--- config.mk ---
export PLATFORM = sky130hd
export DESIGN_NAME = axis_tx_arbiter_flat
export DESIGN_NICKNAME = d
export VERILOG_FILES = /design/src/rtl/axis_tx_arbiter_if.sv /design/src/rtl/axis_tx_arbiter.sv /design/src/flat_wrapper.sv
export SDC_FILE = /design/constraint.sdc
export NUM_CORES = 1
export LEC_CHECK = 0
export CORE_MARGIN = 1.5
export CORE_UTILIZATION = 30
export CTS_CLUSTER_SIZE = 24
export DETAILED_ROUTE_END_ITERATION = 6
export PLACE_DENSITY = 0.76
export SLEW_MARGIN = 10
export SYNTH_ARGS = -nofsm -noshare
export SYNTH_HDL_FRONTEND = slang
export SYNTH_SLANG_ARGS = --single-unit
--- constraint.sdc ---
create_clock -name aclk -period 2.1 [get_ports aclk]
set_input_delay 0.315 -clock aclk [delete_from_list [all_inputs] [get_ports aclk]]
set_output_delay 0.315 -clock aclk [all_outputs]
set_load 0.02 [all_outputs]
--- src/rtl/axis_tx_arbiter_if.sv ---
// -----------------------------------------------------------------------------
// axis_tx_arbiter_if
//   AXI-Stream bundle shared by the two source ports and the output port of
//   axis_tx_arbiter.
//
//   tvalid  source -> sink   beat valid
//   tready  sink   -> source beat accepted
//   tlast   source -> sink   final beat of a packet
//   tdata   source -> sink   DATA_WIDTH payload
//   tuser   source -> sink   USER_WIDTH sideband
//
//   master: the side that drives tvalid/tdata/tuser/tlast
//   slave : the side that drives tready
// -----------------------------------------------------------------------------
interface axis_tx_arbiter_if #(
  parameter int DATA_WIDTH = 64,
  parameter int USER_WIDTH = 4
);
  logic                  tvalid;
  logic                  tready;
  logic                  tlast;
  logic [DATA_WIDTH-1:0] tdata;
  logic [USER_WIDTH-1:0] tuser;

  modport master (output tvalid, output tdata, output tuser, output tlast, input tready);
  modport slave  (input tvalid, input tdata, input tuser, input tlast, output tready);
endinterface

--- src/rtl/axis_tx_arbiter.sv ---
// -----------------------------------------------------------------------------
// axis_tx_arbiter
//   Packet-granular two-to-one AXI-Stream arbiter in front of the XGS Athena
//   TX slave. A port owns the output from its first beat through its tlast
//   beat, so packets never interleave. The data path is a purely
//   combinational mux; only the owner state, the round-robin memory, the
//   packet counters and the completion pulse are registered.
//
//   Ports
//     aclk          rising-edge clock
//     aclk_reset_n  asynchronous active-low reset
//     s0_axis       port 0 stream in (image DMA)
//     s1_axis       port 1 stream in (host / test-pattern injector)
//     m_axis        stream out to the TX slave
//     cfg_enable    1 = new grants may be issued
//     cfg_prio_mode 0 = round-robin, 1 = port 0 always wins
//     cnt_clear     synchronous clear of both packet counters
//     pkt_cnt0/1    wrap-around count of completed packets per port
//     grant         one-hot current owner, 00 when idle
//     irq_pkt       one-cycle pulse after each completed packet
// -----------------------------------------------------------------------------
module axis_tx_arbiter #(
  parameter int DATA_WIDTH = 64,
  parameter int USER_WIDTH = 4,
  parameter int CNT_WIDTH  = 16
) (
  input  logic                 aclk,
  input  logic                 aclk_reset_n,
  axis_tx_arbiter_if.slave     s0_axis,
  axis_tx_arbiter_if.slave     s1_axis,
  axis_tx_arbiter_if.master    m_axis,
  input  logic                 cfg_enable,
  input  logic                 cfg_prio_mode,
  input  logic                 cnt_clear,
  output logic [CNT_WIDTH-1:0] pkt_cnt0,
  output logic [CNT_WIDTH-1:0] pkt_cnt1,
  output logic [1:0]           grant,
  output logic                 irq_pkt
);

  typedef enum logic [1:0] {
    IDLE = 2'd0,
    OWN0 = 2'd1,
    OWN1 = 2'd2
  } state_t;

  state_t                state;
  state_t                state_next;
  logic                  last_grant;
  logic                  pick_port1;
  logic                  pkt_done;
  logic                  out_valid;
  logic                  out_last;
  logic [DATA_WIDTH-1:0] out_data;
  logic [USER_WIDTH-1:0] out_user;
  logic                  ready0;
  logic                  ready1;

  // Port 1 wins a fresh grant when it is the only requester, or when both
  // request in round-robin mode and port 0 was the last owner.
  assign pick_port1 = s1_axis.tvalid &&
                      (!s0_axis.tvalid || (!cfg_prio_mode && (last_grant == 1'b0)));

  // Next-state and pass-through mux. Everything defaults to an idle output
  // so the non-owning port never sees tready.
  always_comb begin
    state_next = state;
    out_valid  = 1'b0;
    out_last   = 1'b0;
    out_data   = '0;
    out_user   = '0;
    ready0     = 1'b0;
    ready1     = 1'b0;
    pkt_done   = 1'b0;
    case (state)
      IDLE: begin
        if (cfg_enable && (s0_axis.tvalid || s1_axis.tvalid)) begin
          state_next = pick_port1 ? OWN1 : OWN0;
        end
      end
      OWN0: begin
        out_valid = s0_axis.tvalid;
        out_last  = s0_axis.tlast;
        out_data  = s0_axis.tdata;
        out_user  = s0_axis.tuser;
        ready0    = m_axis.tready;
        pkt_done  = s0_axis.tvalid && m_axis.tready && s0_axis.tlast;
        if (pkt_done) begin
          state_next = IDLE;
        end
      end
      OWN1: begin
        out_valid = s1_axis.tvalid;
        out_last  = s1_axis.tlast;
        out_data  = s1_axis.tdata;
        out_user  = s1_axis.tuser;
        ready1    = m_axis.tready;
        pkt_done  = s1_axis.tvalid && m_axis.tready && s1_axis.tlast;
        if (pkt_done) begin
          state_next = IDLE;
        end
      end
      default: state_next = IDLE;
    endcase
  end

  assign m_axis.tvalid  = out_valid;
  assign m_axis.tlast   = out_last;
  assign m_axis.tdata   = out_data;
  assign m_axis.tuser   = out_user;
  assign s0_axis.tready = ready0;
  assign s1_axis.tready = ready1;
  assign grant          = {state == OWN1, state == OWN0};

  // Owner state register. Resetting to IDLE forces every output to zero
  // immediately, which also abandons any packet in flight.
  always_ff @(posedge aclk or negedge aclk_reset_n) begin
    if (!aclk_reset_n) begin
      state <= IDLE;
    end else begin
      state <= state_next;
    end
  end

  // Round-robin memory, completion pulse and packet counters. The last-granted
  // register starts at port 1 so port 0 wins the first contest. Clear beats a
  // simultaneous increment.
  always_ff @(posedge aclk or negedge aclk_reset_n) begin
    if (!aclk_reset_n) begin
      last_grant <= 1'b1;
      irq_pkt    <= 1'b0;
      pkt_cnt0   <= '0;
      pkt_cnt1   <= '0;
    end else begin
      irq_pkt <= pkt_done;
      if (pkt_done) begin
        last_grant <= (state == OWN1);
      end
      if (cnt_clear) begin
        pkt_cnt0 <= '0;
        pkt_cnt1 <= '0;
      end else if (pkt_done) begin
        if (state == OWN0) begin
          pkt_cnt0 <= pkt_cnt0 + 1'b1;
        end else begin
          pkt_cnt1 <= pkt_cnt1 + 1'b1;
        end
      end
    end
  end

endmodule

--- src/flat_wrapper.sv ---
// flat-port wrapper written by rule: the top's interface ports become plain ports
module axis_tx_arbiter_flat 
#(
  parameter int DATA_WIDTH = 64,
  parameter int USER_WIDTH = 4,
  parameter int CNT_WIDTH  = 16
)
  (aclk, aclk_reset_n, cfg_enable, cfg_prio_mode, cnt_clear, pkt_cnt0, pkt_cnt1, grant, irq_pkt, s0_axis_tvalid, s0_axis_tdata, s0_axis_tuser, s0_axis_tlast, s0_axis_tready, s1_axis_tvalid, s1_axis_tdata, s1_axis_tuser, s1_axis_tlast, s1_axis_tready, m_axis_tvalid, m_axis_tdata, m_axis_tuser, m_axis_tlast, m_axis_tready);
  axis_tx_arbiter_if #(.DATA_WIDTH(DATA_WIDTH), .USER_WIDTH(USER_WIDTH)) s0_axis_i ();
  axis_tx_arbiter_if #(.DATA_WIDTH(DATA_WIDTH), .USER_WIDTH(USER_WIDTH)) s1_axis_i ();
  axis_tx_arbiter_if #(.DATA_WIDTH(DATA_WIDTH), .USER_WIDTH(USER_WIDTH)) m_axis_i ();
  input  logic aclk;
  input  logic aclk_reset_n;
  input  logic cfg_enable;
  input  logic cfg_prio_mode;
  input  logic cnt_clear;
  output logic [CNT_WIDTH-1:0] pkt_cnt0;
  output logic [CNT_WIDTH-1:0] pkt_cnt1;
  output logic [1:0] grant;
  output logic irq_pkt;
  input wire logic [$bits(s0_axis_i.tvalid)-1:0] s0_axis_tvalid;
  input wire logic [$bits(s0_axis_i.tdata)-1:0] s0_axis_tdata;
  input wire logic [$bits(s0_axis_i.tuser)-1:0] s0_axis_tuser;
  input wire logic [$bits(s0_axis_i.tlast)-1:0] s0_axis_tlast;
  output wire logic [$bits(s0_axis_i.tready)-1:0] s0_axis_tready;
  input wire logic [$bits(s1_axis_i.tvalid)-1:0] s1_axis_tvalid;
  input wire logic [$bits(s1_axis_i.tdata)-1:0] s1_axis_tdata;
  input wire logic [$bits(s1_axis_i.tuser)-1:0] s1_axis_tuser;
  input wire logic [$bits(s1_axis_i.tlast)-1:0] s1_axis_tlast;
  output wire logic [$bits(s1_axis_i.tready)-1:0] s1_axis_tready;
  output wire logic [$bits(m_axis_i.tvalid)-1:0] m_axis_tvalid;
  output wire logic [$bits(m_axis_i.tdata)-1:0] m_axis_tdata;
  output wire logic [$bits(m_axis_i.tuser)-1:0] m_axis_tuser;
  output wire logic [$bits(m_axis_i.tlast)-1:0] m_axis_tlast;
  input wire logic [$bits(m_axis_i.tready)-1:0] m_axis_tready;
  assign s0_axis_i.tvalid = s0_axis_tvalid;
  assign s0_axis_i.tdata = s0_axis_tdata;
  assign s0_axis_i.tuser = s0_axis_tuser;
  assign s0_axis_i.tlast = s0_axis_tlast;
  assign s0_axis_tready = s0_axis_i.tready;
  assign s1_axis_i.tvalid = s1_axis_tvalid;
  assign s1_axis_i.tdata = s1_axis_tdata;
  assign s1_axis_i.tuser = s1_axis_tuser;
  assign s1_axis_i.tlast = s1_axis_tlast;
  assign s1_axis_tready = s1_axis_i.tready;
  assign m_axis_tvalid = m_axis_i.tvalid;
  assign m_axis_tdata = m_axis_i.tdata;
  assign m_axis_tuser = m_axis_i.tuser;
  assign m_axis_tlast = m_axis_i.tlast;
  assign m_axis_i.tready = m_axis_tready;
  axis_tx_arbiter #(.DATA_WIDTH(DATA_WIDTH), .USER_WIDTH(USER_WIDTH), .CNT_WIDTH(CNT_WIDTH)) u_core (.aclk(aclk), .aclk_reset_n(aclk_reset_n), .s0_axis(s0_axis_i), .s1_axis(s1_axis_i), .m_axis(m_axis_i), .cfg_enable(cfg_enable), .cfg_prio_mode(cfg_prio_mode), .cnt_clear(cnt_clear), .pkt_cnt0(pkt_cnt0), .pkt_cnt1(pkt_cnt1), .grant(grant), .irq_pkt(irq_pkt));
endmodule
# After elaboration in Yosys (flattened, before gate mapping)
# Cells that the tools add are included.
# totals
inputBits	146
memories	0
latch_bits	0
ramBits	0
romBits	0
regBits	36
wordCells	49
# op_classes
n_eq_ne	6
mux	18
n_bitwise	1
div_mod_pow	0
shifts	0
magnitude_cmp	0
n_addsub	2
reduce_logical	17
n_mul	0
# op_table
operator	n
64-bit one-hot mux with 2 select lines	1
16-bit two-way mux	6
16-bit by 1-bit adder with 16-bit output, second input constant	2
2-bit two-way mux	4
4-bit one-hot mux with 2 select lines	1
1-bit logical AND	7
2-bit by 1-bit != test with 1-bit output, second input constant	3
1-bit one-hot mux with 2 select lines	3
2-bit one-hot mux with 3 select lines	1
2-bit AND reduction	2
2-bit nonzero test	2
3-bit AND reduction	1
2-bit by 1-bit == test with 1-bit output, second input constant	1
2-bit == test, second input constant	1
1-bit zero test	2
2-bit zero test	1
1-bit logical OR	2
1-bit two-way mux	2
2-bit != test, second input constant	1
1-bit NOT	1

# Depth between registers and ports, before layout
# depth
word_depth	7
depth_mapped	8
mapped_depth_nobuf	6

# Worst setup path before layout
# OpenSTA, ideal clock, no wires.
# synth_timing
path_kind	register to register
from	reg u_core.state[1]
to	reg u_core.pkt_cnt1[13]
setup_ns	0.078
path_slack_ns	-0.094
stages_incl_launch_ff	9
t_required_ns	2.022
arrival_time_ns	2.116
cell_sequence	dfrtp_1 inv_1 ha_1 buf_6 nand4b_4 or3_1 buf_2 or4_1 a21oi_1
# synth_between
elab_chain_len	4
elab_cells_between_ends	6
cone_classes	eq/ne (3); mux (1); reduce/logical (2)
# synth_rtl
element	line	rtl
start: declaration	axis_tx_arbiter.sv:47	state_t state;
start signal: assignment	axis_tx_arbiter.sv:121	state <= state_next;
2-bit by 1-bit == test with 1-bit output *	--	
net grant[0]	flat_wrapper.sv:19	output logic [1:0] grant;
1-bit one-hot mux with 2 select lines	axis_tx_arbiter.sv:75	case (state)
2-bit nonzero test (no line)	--	
2-bit AND reduction (no line) *	--	
end signal: assignment	axis_tx_arbiter.sv:146	pkt_cnt1 <= pkt_cnt1 + 1'b1;
end: declaration	axis_tx_arbiter.sv:36	output logic [CNT_WIDTH-1:0] pkt_cnt1,
# The timed path passes the listed nets; every way through them passes the cells marked *.
# A chain may end at the register's enable or synchronous reset.

# Worst setup path after layout
# layout_timing
from	reg u_core.state[0]
to	reg u_core.pkt_cnt1[15]
# layout_between
elab_chain_len	4
elab_cells_between_ends	6
cone_classes	eq/ne (3); mux (1); reduce/logical (2)
# layout_rtl
element	line
2-bit == test / 2-bit by 1-bit == test with 1-bit output (equally long branches)	axis_tx_arbiter.sv:75, axis_tx_arbiter.sv:143
1-bit one-hot mux with 2 select lines	axis_tx_arbiter.sv:75
2-bit nonzero test (no line)	--
2-bit AND reduction (no line) *	--
# Mark *: on every way between the ends. The rest lies on a longest branch, timed or not.

==> flow_metrics.tcl <==
set metrics [dict create \
    rows 36 \
    clock.fmax_ghz 0.461 \
    routed_wl_um 14900 \
    drive_above_1_share_pct 38.5 \
    violations "setup timing" \
    worstPathArrival_ns 2.41 \
    grt_pass1_wl_um 21200 \
    final-hold-violation-count 0 \
    grt_max_degree 38 \
    r2r_setup_slack_ns -0.07 \
    crit_fanout 6 \
    path_common_cell "buf_6" \
    layout_commonest_cell "clkdlybuf4s50_1" \
    status "finished with violations" \
    die_y_um 103 \
    grt_usage_pct 25.9 \
    layout_common_cells "178 x clkdlybuf4s50_1, 60 x nor2b_2, 60 x buf_2" \
    grt_overflow_total 0 \
    finalNonFillerCells 774 \
    power_mw 6.38 \
    clock-root-buffer "clkbuf_8" \
    port_buffers 252 \
    synth-simple-area-share_pct 32.7 \
    fin_nets 789 \
    synth_compound_area_share_pct 22.6 \
    cts-buffers-inserted 5 \
    vias_per_cell 5.24 \
    fp.dieW_um 103 \
    grt_setup_unrepaired "yes" \
    first_pass_iters 4 \
    htree_levels 2 \
    drcViolationCount 0 \
    setup_ws_ns -0.0690 \
    synth_top_family_by_area "simple AND/OR/NAND/NOR gates" \
    grt_pass1_vias 4053 \
    syn_nets 517 \
    initial_core_util_pct 30.8 \
    cap_viol_max_count 0 \
    slew_headroom_pct 64.7 \
    worstMarginPinSlew_ns 0.529 \
    ir_drop_mv 0.536 \
    cts_sinks 36 \
    dieArea_um2 10600 \
    timing.rr.start "u_core.state[0]$_DFFE_PN0P_" \
    setup.worst_path.start_class "flop" \
    avgRoutedWirePerCell_um 19.3 \
    cp_slowest_stage_delay_ns 0.54 \
    cpMaxStageDelayCell "or4_4" \
    insertion_delay_ns 0.30 \
    final_antenna_net_count 0 \
    slew_viol_final 0 \
    path_clk_slew_ns 0.08 \
    min_period_ns 2.17 \
    r2r_end "u_core.pkt_cnt1[15]$_DFFE_PN0P_" \
    ios 253 \
    setup-violations-final 8 \
    ys_ff_latch 36 \
    power_density_nw_per_um2 1010 \
    core_um2 9730 \
    syn_area_per_cell_um2 8.19 \
    ys_seq_area_share_pct 30.1 \
    hpwl_um 10300 \
    syn_to_final_growth_pct 111 \
    critical_path.cell_chain "buf_6, ha_4, buf_6, nand4b_4, or3_4, or4_4, a21oi_2" \
    end_kind "flop" \
    synth_mux_area_share_pct 2.17 \
    timing_worst_setup_path_type "reg -> reg" \
    yosysWarnings 0 \
    cp.required_ns 2.34 \
    clock-skew-final_ns 0.0109 \
    cts_tree "done" \
    utilization_pct 65.1 \
    syn_area_um2 3000 \
    place_inst 746 \
    vias 4057 \
    ys_types 36 \
    yosys.area_share.adder_pct 2.09 \
    syn_inst 366 \
    initialDrtViolationCount 178 \
    clockBufferDepth 2 \
    ff2ff_path_depth 7 \
    gp_congestion 0.875 \
    p_leak_nw 2.44 \
    hp-class "in -> async" \
    synthXorXnorAreaFrac_pct 5.26 \
    grt_antenna_before_repair 2 \
    fin_crit_sh_pct 103 \
]
critical path: cells and delay by family, from the launching register on:
kind	cells	cell delay, ns
AO/OA/AOI/OAI	1	0.12
AND/OR/NAND/NOR	3	1.13
buffers and inverters	2	0.26
flip-flops	1	0.41
adder cells (fa/ha/maj)	1	0.19
report_power, final:
group | total (mW) | switching (mW) | internal [mW]
Clock | 0.531 | 0.264 | 0.267
Combinational | 5.10 | 2.55 | 2.55
Sequential | 0.748 | 0.0229 | 0.725
state kept, by name (all words and copies together) (netlist names):
name / count
u_core.irq_pkt: 1
u_core.last_grant: 1
u_core.pkt_cnt0: 16
u_core.pkt_cnt1: 16
u_core.state: 2
layer usage:
metal,vias up,global-route usage [%],wire [µm]
met3,26,5.42,849
met1,1981,30.9,5590
met2,168,46.8,8140
li1,1882,-,-
met4,0,7.90,365
met5,-,0,0
timing repair:
action / in CTS / in global routing
endpoints found under the setup margin: 80 / 62
gates cloned: 4 / 2
hold buffers: 0 / 0
buffers inserted: 8 / 4
pin swaps: 12 / 10
gates resized for setup: 266 / 77
worst max path at each step:
| stage | startpoint | endpoint | slack (ns) | cells after the start |
|---|---|---|---|---|
| global placement | m_axis_tready | u_core.pkt_cnt1[13]$_DFFE_PN0P_ | -0.20 | 5 |
| CTS | u_core.state[1]$_DFFE_PN0P_ | m_axis_tdata[24] | -0.07 | 6 |
| floorplan | u_core.state[1]$_DFFE_PN0P_ | u_core.pkt_cnt1[13]$_DFFE_PN0P_ | -0.02 | 8 |
| finish | u_core.state[0]$_DFFE_PN0P_ | u_core.pkt_cnt1[15]$_DFFE_PN0P_ | -0.07 | 7 |
| global route | u_core.state[0]$_DFFE_PN0P_ | u_core.pkt_cnt1[15]$_DFFE_PN0P_ | -0.15 | 7 |
| detailed placement | m_axis_tready | u_core.pkt_cnt1[13]$_DFFE_PN0P_ | -0.27 | 5 |
stage by stage:
| step | setup WS [ns] | area [µm²] | setup TNS (ns) | hold WS, ns |
|---|---|---|---|---|
| 3_5_place_dp | -0.268 | 5960 | -6.55 | 0.564 |
| 3_3_place_gp | -0.201 | 5960 | -4.28 | 0.554 |
| 6_report | -0.0690 | 6330 | -0.171 | 0.424 |
| 5_1_grt | -0.146 | 6330 | -1.18 | 0.482 |
| 2_1_floorplan | -0.0231 | 3150 | -0.0231 | 0.0194 |
| 4_1_cts | -0.0742 | 6200 | -1.33 | 0.451 |
Yosys cell counts:
master	instances	area (µm²)
nor2b_1	73	457
a22oi_1	70	526
dfrtp_1	35	876
clkbuf_1	27	101
nor2_1	24	90.1
xnor2_1	17	149
nand3_1	15	75.1
nand2_1	10	37.5
o21ai_0	10	50.1
a21oi_1	9	45.0
nand4_1	9	56.3
or3_1	9	56.3
nor4_1	7	43.8
inv_1	6	22.5
ha_1	5	62.6
mux2_2	4	45.0
nor3_1	4	20.0
or4_1	4	30.0
nor4b_1	3	26.3
o31ai_1	3	22.5
and2_1	2	12.5
and4_1	2	17.5
buf_1	2	7.51
mux2i_1	2	20.0
nor3b_1	2	15.0
or2_2	2	12.5
a21boi_0	1	7.51
a222oi_1	1	10.0
a32oi_2	1	16.3
and3_1	1	6.26
buf_2	1	5.00
buf_4	1	7.51
buf_6	1	11.3
dfstp_2	1	26.3
nand4b_4	1	23.8
xor2_1	1	8.76
cells by family (layout without fill, tap and decap cells):
group           after synthesis  count (layout)
other cells                   0               2
fa+ha+maj                     5               5
xor+xnor                     18              18
mux                           6               6
compound gates               95              95
flops                        36              36
buf+inv                      38             311
simple gates                168             168
layout make-up:
class                      instances  area [µm²]
sequential                        36         902
clock buffer                       7        86.3
timing repair buffer             297        2760
antenna                            2        5.00
multi-input combinational        292        2380
inverter                           6        22.5
clock inverter                     1        7.51
tap                              133         166
fill                             844        3400
(Power assumes the default switching activity.)
